**src/rtl/core_test_sequencer.sv**
```systemverilog
// Run-control and self-check block for the core under test: sequences the core reset, snoops tohost writes,
// runs a watchdog and reports PASS/FAIL/TIMEOUT. Optional hang detector enabled by `define CORE_HANG_DET_EN.
module core_test_sequencer #(
    parameter int                ADDR_W         = 32,
    parameter int                DATA_W         = 32,
    parameter int                CNT_W          = 32,
    parameter logic [ADDR_W-1:0] TOHOST_ADDR    = 32'h0000_1000,
    parameter int                RST_CYCLES     = 4,
    parameter int                TIMEOUT_CYCLES = 10000
) (
    input  logic              CLK,
    input  logic              RESET,
    input  logic              START,
    input  logic              DMEM_WE,
    input  logic [ADDR_W-1:0] DMEM_ADDR,
    input  logic [DATA_W-1:0] DMEM_WDATA,
    input  logic [ADDR_W-1:0] PC,
    output logic              CORE_RST,
    output logic              RUNNING,
    output logic              DONE,
    output logic              PASS,
    output logic              TIMEOUT,
`ifdef CORE_HANG_DET_EN
    output logic              HANG,
`endif
    output logic [DATA_W-1:0] FAIL_CODE,
    output logic [CNT_W-1:0]  CYCLE_COUNT,
    output logic [ADDR_W-1:0] LAST_PC
);

    typedef enum logic [2:0] {
        IDLE,
        CRST,
        RUN,
        S_PASS,
        S_FAIL,
        S_TOUT
    } state_t;

    localparam logic [7:0]        RST_LAST   = 8'(RST_CYCLES - 1);
    localparam bit                TOUT_EN    = (TIMEOUT_CYCLES != 0);
    localparam logic [CNT_W-1:0]  TOUT_LAST  = CNT_W'(TIMEOUT_CYCLES - 1);
    localparam logic [DATA_W-1:0] WDATA_PASS = DATA_W'(1);

    state_t           state;
    logic [7:0]       rst_cnt;
    logic             tohost_hit;
    logic             tout_hit;
    logic             hang_hit;
    logic             can_start;
    logic [CNT_W-1:0] cnt_next;

    // A write of zero to tohost is not a verdict, so it never counts as a hit.
    assign tohost_hit = DMEM_WE && (DMEM_ADDR == TOHOST_ADDR) && (DMEM_WDATA != '0);
    assign tout_hit   = TOUT_EN && (CYCLE_COUNT == TOUT_LAST);
    assign cnt_next   = (&CYCLE_COUNT) ? CYCLE_COUNT : CYCLE_COUNT + CNT_W'(1);
    assign can_start  = (state == IDLE) || (state == S_PASS) || (state == S_FAIL) || (state == S_TOUT);

`ifdef CORE_HANG_DET_EN
    localparam int               HANG_CYCLES = 64;
    localparam int               HANG_W      = $clog2(HANG_CYCLES);
    localparam logic [HANG_W-1:0] HANG_LAST  = HANG_W'(HANG_CYCLES - 1);

    logic [HANG_W-1:0] hang_cnt;
    logic [ADDR_W-1:0] prev_pc;
    logic              pc_stalled;

    assign pc_stalled = (PC == prev_pc) && !DMEM_WE;
    assign hang_hit   = (state == RUN) && pc_stalled && (hang_cnt == HANG_LAST);

    always_ff @(posedge CLK) begin
        if (RESET) begin
            hang_cnt <= '0;
            prev_pc  <= '0;
            HANG     <= 1'b0;
        end else begin
            prev_pc <= PC;
            if (state != RUN || !pc_stalled)
                hang_cnt <= '0;
            else if (!hang_hit)
                hang_cnt <= hang_cnt + HANG_W'(1);

            if (START && can_start)
                HANG <= 1'b0;
            else if (hang_hit && !tohost_hit)
                HANG <= 1'b1;
        end
    end
`else
    assign hang_hit = 1'b0;
`endif

    // NOTE: all state and outputs are registered with non-blocking assignments so every flop
    // samples the pre-edge values; the reset branch is inside the clocked block because it is synchronous.
    always_ff @(posedge CLK) begin
        if (RESET) begin
            state       <= IDLE;
            rst_cnt     <= '0;
            CORE_RST    <= 1'b1;
            RUNNING     <= 1'b0;
            DONE        <= 1'b0;
            PASS        <= 1'b0;
            TIMEOUT     <= 1'b0;
            FAIL_CODE   <= '0;
            CYCLE_COUNT <= '0;
            LAST_PC     <= '0;
        end else begin
            case (state)
                IDLE, S_PASS, S_FAIL, S_TOUT: begin
                    CORE_RST <= 1'b1;
                    if (START) begin
                        state       <= CRST;
                        rst_cnt     <= '0;
                        DONE        <= 1'b0;
                        PASS        <= 1'b0;
                        TIMEOUT     <= 1'b0;
                        FAIL_CODE   <= '0;
                        CYCLE_COUNT <= '0;
                        LAST_PC     <= '0;
                    end
                end

                CRST: begin
                    if (rst_cnt == RST_LAST) begin
                        state    <= RUN;
                        CORE_RST <= 1'b0;
                        RUNNING  <= 1'b1;
                    end else begin
                        rst_cnt <= rst_cnt + 8'd1;
                    end
                end

                RUN: begin
                    CYCLE_COUNT <= cnt_next;
                    if (tohost_hit || tout_hit || hang_hit) begin
                        RUNNING  <= 1'b0;
                        CORE_RST <= 1'b1;
                        DONE     <= 1'b1;
                        LAST_PC  <= PC;
                        // A verdict written on the same cycle as a timeout or hang takes priority.
                        if (tohost_hit) begin
                            if (DMEM_WDATA == WDATA_PASS) begin
                                state <= S_PASS;
                                PASS  <= 1'b1;
                            end else begin
                                state     <= S_FAIL;
                                FAIL_CODE <= DMEM_WDATA >> 1;
                            end
                        end else begin
                            state   <= S_TOUT;
                            TIMEOUT <= 1'b1;
                        end
                    end
                end

                default: state <= IDLE;
            endcase
        end
    end

endmodule

```
**config.mk**
```make
export PLATFORM = sky130hd
export DESIGN_NAME = core_test_sequencer
export DESIGN_NICKNAME = d
export VERILOG_FILES = /design/src/rtl/core_test_sequencer.sv
export SDC_FILE = /design/constraint.sdc
export NUM_CORES = 1
export LEC_CHECK = 0
export ABC_AREA = 1
export CAP_MARGIN = 20
export CORE_UTILIZATION = 45
export DETAILED_ROUTE_END_ITERATION = 10
export DONT_BUFFER_PORTS = 1
export HOLD_SLACK_MARGIN = 0.06
export SYNTH_ARGS = -nofsm -noshare
export SYNTH_HDL_FRONTEND = slang
export SYNTH_SLANG_ARGS = --single-unit
```
**constraint.sdc**
```tcl
create_clock -name CLK -period 2.31 [get_ports CLK]
set_input_delay 0.231 -clock CLK [delete_from_list [all_inputs] [get_ports CLK]]
set_output_delay 0.231 -clock CLK [all_outputs]
set_load 0.05 [all_outputs]
```
==> results.txt <==
----------------------------------------------------
[Die]
  Std-Cell Core Area ... approximately 12000 um2
  Die Span X ... 113.4 um
  Total die area ... 12860 um2
  Num rows ... 40
  Ports placed on the boundary ... 201
  Initial standard-cell utilization of the core ... 46.32%
  Vertical die dimension ... 113.4 um

[Synthesis]
  Synth Flop Type ... dfxtp_1
  Net count after synthesis ... a little over 900
  Area share of the largest cell type after synthesis ... ~40%
  Synthesized area divided by synthesized cell count ... about 6.8 um2
  Adder-Cell Fraction of Synth Area ... less than 1%
  Share of synthesized area occupied by flip-flops and latches ... around two fifths
  Biggest area consumer among synthesized cells ... dfxtp_1
  Complex-gate fraction of the synthesized area ... 11.13%
  XOR/XNOR Fraction of Synth Area ... less than 1%
  Cells taking the most area after synthesis ... dfxtp_1 40%, nand2_1 14%, a21oi_1 8.7%
  Post-Synth Simple-Gate Area ... 40.40%
  Most used standard cell by instance count after synthesis ... nand2_1
  Gate Count Post-Synth ... between 800 and 900
  Netlist area before placement ... around 5600 um2
  Unique cell type count in the Yosys netlist ... 40
  Share of synthesized area spent on multiplexers ... 0%
  Number of enable-type register cells in the synthesized netlist ... 0
  Ranking of synthesized cells by instance count ... 205 x nand2_1, 111 x dfxtp_1, 107 x nor2_1, 97 x a21oi_1, 69 x nand3_1
  Dominant combinational cell family by area after synthesis ... simple AND/OR/NAND/NOR gates
  Fraction of synthesis flops using an asynchronous set or reset pin ... 0%
  Total of flip-flops plus latches after synthesis ... between 100 and 150
  Yosys synthesis warning count ... 0

[CTS]
  Clock transition at the registers of the reported paths ... roughly 80 ps
  Clock insertion delay at the later pin of the skew report ... 350 ps
  Root Buffer ... clkbuf_16
  Number of buffers on the longest clock path ... 2
  Clk sink count ... roughly 110
  Post-CTS setup buffer count ... 0
  Count of H-tree levels built during CTS ... 3
  CTS Buf Count ... 9
  Cells resized by post-CTS repair ... 0
  TritonCTS clock tree ... done

[Hold path]
  Min-Delay Endpoint ... CORE_RST$_SDFFE_PP1P_
  Hold Crit Class ... input pin to register
  Hold path start ... RESET
  Number of cells on the worst hold path ... 2

[Timing]
  RSZ-0062 raised after global routing ... false
  Rel. slew slack ... around three fifths
  Max-slew violation total from the final report ... 0
  Minimum clock period ... 2117 ps
  Final period utilization ... 91.63%
  Upper clock frequency limit ... about 0.47 GHz
  Least-Margin Pin Slew ... around 600 ps
  Setup Viol. Count Final ... 0
  Final Hold Vio Count ... 0
  Worst Clk Skew ... 6.573 ps
  Sum of negative setup slack ... 0 ps
  Final WS setup ... about 190 ps

[Critical path]
  Critical R2R Launch ... CYCLE_COUNT[1]$_SDFFE_PP0P_
  Critical path arrival ... roughly 2400 ps
  Highest fanout seen on the critical path ... 33
  Cell depth of the worst flop-to-flop path ... 10
  Required time reported for the critical path endpoint ... ~2500 ps
  Kind of capture point of the worst setup path ... register
  R2R setup slack ... 190 ps
  R2R Path End ... LAST_PC[3]$_SDFFE_PP0P_
  Classification of the worst setup path ... register to register
  Startpoint types ... register

[Drt]
  Detailed Routing Iterations Pass 1 ... 5
  Final routed DRC violation total ... 0
  Via count of the routed design ... ~5800
  Met1 routed wirelength after detailed routing ... approximately 7200 um
  Avg WL per Cell ... between 15 and 20 um
  Via density per instance ... between 5 and 6
  ANT nets after route ... 0
  Drt initial violations ... 418
  Routed WL ... approximately 17000 um
  Routed met3 length ... 1362 um
  Sum of met2 wire segment lengths after detailed routing ... approximately 8000 um
  Top layer used by detailed routing ... met4

[Final layout]
  Net count, final ... approximately 1000
  Filler-free cell count of the finished design ... roughly 1100
  Share of layout cells above drive strength 1 ... a little over a tenth
  Layout Area Growth over Synthesis ... 22.96%
  Final core occ ... between 50% and 60%
  ANT cells ... 0
  Post-layout instance area ... 6869 um2

[Place]
  Input/output buffers ... 0
  Half-perimeter wire length after placement ... 11440 um
  Weighted congestion at the end of routability-driven global placement ... roughly 0.9
  Placed cell count ... between 900 and 1000
  Pre-CTS setup slack ... 248.7 ps
  Placement Cell Area ... 5898 um2

[Global route]
  First-pass GRT wire length ... roughly 26000 um
  Vias in the first global route ... around 5400
  Global route total overflow ... 0
  Pin count of the biggest net entering global routing ... 83
  Overall track demand over capacity in global routing ... between 20% and 30%
  Initial antenna violation count ... 0

[Job]
  Max-cap violations ... 0

[Pwr]
  Maximum vdd drop ... roughly 0.4 mV
  Cell leakage power ... between 2 and 2.5 nW
  Power Dens Cells ... 732.7 nW/um2

[Status]
  Result of the run ... finished clean

----------------------------------------------------
cells by family after synthesis:
kind of cell	Yosys count
AOI/OAI and AO/OA	119
xor gates and xnor gates	1
adders and majority gates	2
buffers and inverters	98
DFF	111
other	1
and+or+nand+nor	489
report_power, final:
group / total [mW] / internal, mW / switching [mW]
logic: 1.25 / 0.348 / 0.903
registers: 2.13 / 1.98 / 0.143
clock network: 1.66 / 0.866 / 0.790
total: 5.03 / 3.20 / 1.84
metrics by stage:
stage / hold WS, ps / total power [mW]
after floorplan: 395.4 / 3.098
after global placement: 306.6 / 3.277
after detailed placement: 307.6 / 3.300
after CTS: 101.9 / 5.062
after global routing: 128.4 / 5.285
final: 107.6 / 5.033
worst max-delay path, cell delays in order (launching register included):
cell and delay [ps]:
dfxtp_1 390, ha_1 190, nand2_1 90, nor2_1 150
nand4_1 100, nor2_1 110, nand2_1 130, nand3_4 150
nand2_2 370, nand2_1 200, a21oi_1 100
state kept, by name, indices dropped and copies added, names as in the netlist:
| register | flops |
|---|---|
| FAIL_CODE | 31 |
| RUNNING | 1 |
| rst_cnt | 8 |
| state | 3 |
| CORE_RST | 1 |
| TIMEOUT | 1 |
| CYCLE_COUNT | 32 |
| DONE | 1 |
| PASS | 1 |
| LAST_PC | 32 |
area by class of cell:
type / instances / area [um2]
repair buffers: 104 / 983.4
inverters: 59 / 224.0
flip-flops and latches: 111 / 2222
multi-input cells: 612 / 2917
fillers: 1141 / 5192
well taps: 168 / 210.2
clock buffers: 9 / 225.2
clock inverters: 7 / 87.58
worst max path at each step:
stage | depth (start not counted) | startpoint | slack [ps] | end
finish | 10 | CYCLE_COUNT[1]$_SDFFE_PP0P_ | 190 | LAST_PC[3]$_SDFFE_PP0P_
global route | 9 | state[2]$_SDFFE_PP0P_ | 60 | CYCLE_COUNT[2]$_SDFFE_PP0P_
floorplan | 11 | CYCLE_COUNT[0]$_SDFFE_PP0P_ | 200 | CYCLE_COUNT[27]$_SDFFE_PP0P_
CTS | 9 | state[2]$_SDFFE_PP0P_ | 230 | CYCLE_COUNT[2]$_SDFFE_PP0P_
global placement | 8 | state[1]$_SDFFE_PP0P_ | 250 | CYCLE_COUNT[2]$_SDFFE_PP0P_
detailed placement | 9 | state[2]$_SDFFE_PP0P_ | 250 | CYCLE_COUNT[2]$_SDFFE_PP0P_
placed cells by master, fill, tap and decap left out, types with 2 or more instances in the layout:
| cell | synthesis | layout |
|---|---|---|
| nor4_1 | 4 | 4 |
| inv_6 | 0 | 2 |
| nor2_1 | 107 | 107 |
| and2_1 | 2 | 2 |
| or2_2 | 4 | 4 |
| o21ai_1 | 7 | 7 |
| buf_4 | 9 | 38 |
| nand3_4 | 2 | 2 |
| o21ai_0 | 11 | 11 |
| nand2_1 | 205 | 205 |
| nand3_1 | 69 | 69 |
| nand2_2 | 6 | 6 |
| dfxtp_1 | 111 | 111 |
| nand4_1 | 50 | 50 |
| dlygate4sd3_1 | 0 | 63 |
| clkbuf_16 | 0 | 9 |
| inv_1 | 53 | 52 |
| buf_12 | 0 | 2 |
| ha_1 | 2 | 2 |
| nand3_2 | 3 | 3 |
| nor2_2 | 5 | 5 |
| a21oi_1 | 97 | 97 |
| inv_2 | 4 | 5 |
| nor3_1 | 18 | 18 |
| nand3b_1 | 5 | 5 |
| nor2_4 | 2 | 2 |
| nor3_2 | 2 | 2 |
repair_timing:
action | 4_1_cts | 5_1_grt
setup endpoints to repair | 0 | 0
endpoints found under the hold margin | 82 | 0
hold buffers | 64 | 0
per-layer routing:
metal / vias to the layer above / GRT usage (%)
met5: - / 0
met4: 0 / 9.298
met3: 26 / 6.217
met2: 240 / 42.00
met1: 2646 / 31.77
li1: 2879 / -
No activity file was read; power rests on OpenSTA's default activity.
